==> src/rtl/ready_logic_pkg.sv <==
// rtl/ready_logic_pkg.sv - shared types and widths for the XT bus wait-state / READY generator
package ready_logic_pkg;

    typedef enum logic [1:0] {IDLE, COUNT, HOLD, DONE} ready_state_t;

    localparam int WAIT_COUNT_WIDTH = 3;
    localparam int TIMEOUT_WIDTH    = 7;

    function automatic logic state_ready(input ready_state_t s);
        return (s == IDLE) || (s == DONE);
    endfunction

endpackage

==> src/rtl/ready_logic_cpu_clock_edge.sv <==
// rtl/ready_logic_cpu_clock_edge.sv - detects cpu_clock edges in the system clock domain
module cpu_clock_edge (
    input  logic clock,
    input  logic reset,
    input  logic cpu_clock,
    output logic cpu_posedge,
    output logic cpu_negedge
);

    logic prev_cpu_clock_q;

    always_ff @(posedge clock or posedge reset) begin
        if (reset) begin
            prev_cpu_clock_q <= 1'b0;
        end else begin
            prev_cpu_clock_q <= cpu_clock;
        end
    end

    assign cpu_posedge = ~prev_cpu_clock_q & cpu_clock;
    assign cpu_negedge = prev_cpu_clock_q & ~cpu_clock;

endmodule

==> src/rtl/ready_logic.sv <==
// rtl/ready_logic.sv - XT bus wait-state and two-stage READY generator; READY_TIMEOUT_EN adds a HOLD timeout
module ready_logic
    import ready_logic_pkg::*;
#(
    parameter int unsigned IO_WAIT_STATES  = 1,
    parameter int unsigned MEM_WAIT_STATES = 0,
    parameter int unsigned DMA_WAIT_STATES = 1,
    parameter int unsigned TIMEOUT_CYCLES  = 64
) (
    input  logic clock,
    input  logic reset,
    input  logic cpu_clock,
    input  logic io_channel_ready,
    input  logic address_enable_n,
    input  logic dma_wait_n,
    input  logic io_read_n,
    input  logic io_write_n,
    input  logic memory_read_n,
    input  logic memory_write_n,
    output logic processor_ready,
    output logic dma_ready,
    output logic bus_timeout
);

    logic cpu_posedge;
    logic cpu_negedge;

    cpu_clock_edge u_cpu_clock_edge (
        .clock       (clock),
        .reset       (reset),
        .cpu_clock   (cpu_clock),
        .cpu_posedge (cpu_posedge),
        .cpu_negedge (cpu_negedge)
    );

    logic                        cmd_active;
    logic                        cmd_active_q;
    logic                        start;
    logic [WAIT_COUNT_WIDTH-1:0] load_value;
    logic [WAIT_COUNT_WIDTH-1:0] wait_count_q, wait_count_d;
    ready_state_t                state_q, state_d;
    logic                        is_dma_q, is_dma_d;
    logic                        timeout_hit;
    logic                        cpu_rdy;
    logic                        cpu_rdy_d;
    logic                        dma_rdy_d;
    logic                        ready_ff1_q;
    logic                        processor_ready_q;
    logic                        dma_ready_q;

    assign cmd_active = ~(io_read_n & io_write_n & memory_read_n & memory_write_n);
    assign start      = cmd_active & ~cmd_active_q;

    always_comb begin
        load_value = WAIT_COUNT_WIDTH'(MEM_WAIT_STATES);
        if (address_enable_n) begin
            load_value = WAIT_COUNT_WIDTH'(DMA_WAIT_STATES);
        end else if (!io_read_n || !io_write_n) begin
            load_value = WAIT_COUNT_WIDTH'(IO_WAIT_STATES);
        end
    end

`ifdef READY_TIMEOUT_EN
    localparam logic [TIMEOUT_WIDTH-1:0] TIMEOUT_LAST = TIMEOUT_WIDTH'(TIMEOUT_CYCLES - 1);

    logic [TIMEOUT_WIDTH-1:0] timeout_q;
    logic                     bus_timeout_q;

    assign timeout_hit = (timeout_q == TIMEOUT_LAST);

    always_ff @(posedge clock or posedge reset) begin
        if (reset) begin
            timeout_q     <= '0;
            bus_timeout_q <= 1'b0;
        end else if (state_q != HOLD) begin
            timeout_q <= '0;
        end else if (cpu_posedge) begin
            timeout_q <= timeout_q + TIMEOUT_WIDTH'(1);
            if (timeout_hit && !io_channel_ready && cmd_active) begin
                bus_timeout_q <= 1'b1;
            end
        end
    end

    assign bus_timeout = bus_timeout_q;
`else
    assign timeout_hit = 1'b0;
    assign bus_timeout = 1'b0;
`endif

    always_comb begin
        state_d      = state_q;
        wait_count_d = wait_count_q;
        is_dma_d     = is_dma_q;
        if (cpu_posedge && (wait_count_q != '0)) begin
            wait_count_d = wait_count_q - WAIT_COUNT_WIDTH'(1);
        end
        case (state_q)
            IDLE: begin
                if (start) begin
                    wait_count_d = load_value;
                    is_dma_d     = address_enable_n;
                    state_d      = (load_value != '0) ? COUNT : HOLD;
                end
            end
            COUNT: begin
                if (cpu_posedge && (wait_count_q == WAIT_COUNT_WIDTH'(1))) begin
                    state_d = HOLD;
                end
            end
            HOLD: begin
                if (cpu_posedge && (io_channel_ready || timeout_hit)) begin
                    state_d = DONE;
                end
            end
            default: ;
        endcase
        if (!cmd_active) begin
            state_d = IDLE;
        end
    end

    // The first stages sample the next-state readiness so the cpu posedge that
    // reaches DONE is the one that releases ready.
    assign cpu_rdy   = (state_ready(state_q) | is_dma_q) & dma_wait_n;
    assign cpu_rdy_d = (state_ready(state_d) | is_dma_d) & dma_wait_n;
    assign dma_rdy_d = state_ready(state_d) | ~is_dma_d;

    always_ff @(posedge clock or posedge reset) begin
        if (reset) begin
            cmd_active_q      <= 1'b0;
            state_q           <= IDLE;
            wait_count_q      <= '0;
            is_dma_q          <= 1'b0;
            ready_ff1_q       <= 1'b1;
            processor_ready_q <= 1'b1;
            dma_ready_q       <= 1'b1;
        end else begin
            cmd_active_q <= cmd_active;
            state_q      <= state_d;
            wait_count_q <= wait_count_d;
            is_dma_q     <= is_dma_d;
            if (cpu_posedge) begin
                ready_ff1_q <= cpu_rdy_d;
                dma_ready_q <= dma_rdy_d;
            end
            if (cpu_negedge) begin
                processor_ready_q <= ready_ff1_q & cpu_rdy;
            end
        end
    end

    assign processor_ready = processor_ready_q;
    assign dma_ready       = dma_ready_q;

endmodule

==> config.mk <==
export PLATFORM = sky130hd
export DESIGN_NAME = ready_logic
export DESIGN_NICKNAME = d
export VERILOG_FILES = /design/src/rtl/ready_logic_pkg.sv /design/src/rtl/ready_logic_cpu_clock_edge.sv /design/src/rtl/ready_logic.sv
export SDC_FILE = /design/constraint.sdc
export NUM_CORES = 1
export LEC_CHECK = 0
export CAP_MARGIN = 20
export CORE_UTILIZATION = 35
export CTS_CLUSTER_DIAMETER = 100
export DETAILED_ROUTE_END_ITERATION = 10
export GPL_TIMING_DRIVEN = 1
export PLACE_DENSITY = 0.61
export SLEW_MARGIN = 20
export SYNTH_ARGS = -nofsm -noshare
export SYNTH_HDL_FRONTEND = slang
export SYNTH_SLANG_ARGS = --single-unit
==> constraint.sdc <==
create_clock -name clock -period 2.62 [get_ports clock]
set_clock_uncertainty 0.1 [all_clocks]
set_input_delay 0.655 -clock clock [delete_from_list [all_inputs] [get_ports clock]]
set_output_delay 0.655 -clock clock [all_outputs]
set_load 0.005 [all_outputs]
==> flow_metrics.tcl <==
set metrics [dict create \
    synth_warnings 0 \
    antenna_found_initial 0 \
    core-area_sq_mm 0.00204 \
    ys.flop_type "dfrtp_1" \
    post_cts_buffers 0 \
    crit_arrival_ps 2460 \
    synth-edff-count 0 \
    io_pins 13 \
    grt_overflow_total 0 \
    diodes 0 \
    finalSetupViolations 0 \
    start_kind "input port" \
    grt_max_degree 12 \
    ant_nets 0 \
    grt_pass1_wl_mm 2.88 \
    yosys.area.top_type "dfrtp_1" \
    synth_common_cells "inv_1, dfrtp_1, ha_1, nand2_1, o21ai_0" \
    root_buffer "clkbuf_4" \
    drt_iter0_drc 6 \
    design_area_sq_um 931 \
    fin_nets 118 \
    r2r-end "ready_ff1_q" \
    ir_drop_uv 467 \
    syn_to_final_growth_pct 18.8 \
    crit_path_end_kind "register" \
    vias 656 \
    cts_buffers 3 \
    dr.pass1.iters 4 \
    pre_cts_ws_ps -3.21 \
    hold_viol 0 \
    synth_most_common_cell "inv_1" \
    max-cap-violations 0 \
    grt_use_total 0.160 \
    grt_pass1_vias 670 \
    ys_ff_latch 11 \
    status "finished clean" \
    crit_path_max_fanout 4 \
    finalCritPeriodShare 0.902 \
    hold_depth 2 \
    wl_per_cell_microns 12.8 \
    gp_congestion 0.787 \
    tns_ps 0 \
    power.density_mw_per_mm2 898 \
    cp_data_required_time_ps 2720 \
    synth_top_area_frac 0.256 \
    rsz0062_at_grt "no" \
    holdCritPathClass "reg2reg" \
    min_period_ps 2360 \
    portBuffers 11 \
    initial_core_util 0.384 \
    cts_htree_levels 1 \
    synthArstFlopShare 1.00 \
    r2r_cells 7 \
    holdPathEnd "processor_ready" \
    cts_tree "built" \
    synth_nets 104 \
    leakagePower_uw 0.000394 \
    place_area_sq_um 905 \
    max_clock_freq_ghz 0.423 \
    reg2reg_slack_ps 440 \
    clk-insertion-delay-late_ps 280 \
    die_w_microns 49.3 \
    cts_resized 0 \
    synth_cells 87 \
    drc 0 \
    synth_area_leaders "dfrtp_1, ha_1, dfstp_2" \
    r2r_start "state_q[0]" \
    utilization 0.456 \
    syn_area_sq_um 783 \
    hpwl_mm 1.25 \
    syn_area_per_cell_sq_um 9.00 \
    drive_above_1_share 0.100 \
    finalMaxSlewViolations 0 \
    synth-seq-area-share 0.356 \
    die-area_sq_mm 0.00243 \
    die_h_microns 49.3 \
    report.power.total_uw 836 \
    worst_slack_ps 256 \
    critPathKind "in2reg" \
    vias_per_cell 5.17 \
    path_clk_slew_ps 70 \
    holdBufCountCts 0 \
    rows 16 \
    ys_types 32 \
    wirelength_mm 1.63 \
    cts_sinks 11 \
    min-delay-start "processor_ready" \
    clockBufferDepth 2 \
]
==> through the flow <==
| step | std cells | hold WS, ps |
|---|---|---|
| CTS | 127 | 394 |
| finish | 127 | 386 |
| global placement | 123 | 380 |
| global route | 127 | 426 |
| floorplan | 87 | 370 |
| detailed placement | 123 | 377 |
==> report_power, final <==
group | switching [uW] | internal (uW) | leakage, uW
Combinational | 222 | 197 | 0.000254
Sequential | 53.2 | 244 | 0.000125
Clock | 61.6 | 59.1 | 0.0000150
Total | 336 | 500 | 0.000394
==> worst max-delay path, cell delays in order <==
cell	delay (ps)
clkdlybuf4s50_1	510
nor4bb_1	380
o32a_1	270
nand2_1	80
o32a_1	370
a31oi_1	200
==> worst max-delay path by stage <==
stage | endpoint | start | slack, ps
after CTS | ready_ff1_q | cpu_clock | 280
after detailed placement | ready_ff1_q | cpu_clock | -3
final | ready_ff1_q | cpu_clock | 260
after global placement | dma_ready | cpu_clock | 50
after global routing | ready_ff1_q | cpu_clock | 100
after floorplan | dma_ready | memory_write_n | 640
==> logic make-up (layout without fill, tap and decap cells) <==
family / count (synthesis) / after routing / share of synthesized area
AOI/OAI and AO/OA: 26 / 26 / 0.224
adders and majority gates: 7 / 7 / 0.112
buffers and inverters: 12 / 25 / 0.0815
DFF: 11 / 11 / 0.356
and+or+nand+nor: 27 / 27 / 0.184
muxes: 2 / 2 / 0.0272
other: 1 / 1 / 0.00479
xor gates and xnor gates: 1 / 1 / 0.0112
==> per-layer routing <==
metal / vias to the layer above / wire length (microns) / GRT usage / share of wire
met5: - / 0 / 0 / 0
met4: 0 / 50 / 0.118 / 0.031
met3: 5 / 65 / 0.0218 / 0.040
met2: 19 / 715 / 0.256 / 0.44
met1: 303 / 798 / 0.194 / 0.49
li1: 329 / - / - / -
==> cell type report <==
cell class	instances	area, sq um
sequential	11	279
timing repair buffer	12	118
multi-input combinational	64	440
inverter	9	33.8
fill	207	1110
clock buffer	4	26.3
tap	27	33.8
==> placed cells by master, fill, tap and decap left out, drive strengths merged, types with 3 or more instances in the layout <==
cell / count
clkdlybuf4s50: 11
clkbuf: 4
a21oi: 6
nand2: 7
nor2b: 4
inv: 9
dfstp: 3
a31oi: 4
o21ai: 7
ha: 7
dfrtp: 8
nor2: 6
==> sequential cells by signal, summed over array words and instances, names as in the netlist <==
register	count
wait_count_q	3
state_q	2
cmd_active_q	1
dma_ready	1
is_dma_q	1
processor_ready	1
ready_ff1_q	1
u_cpu_clock_edge.prev_cpu_clock_q	1
No activity file was read; power rests on OpenSTA's default activity.
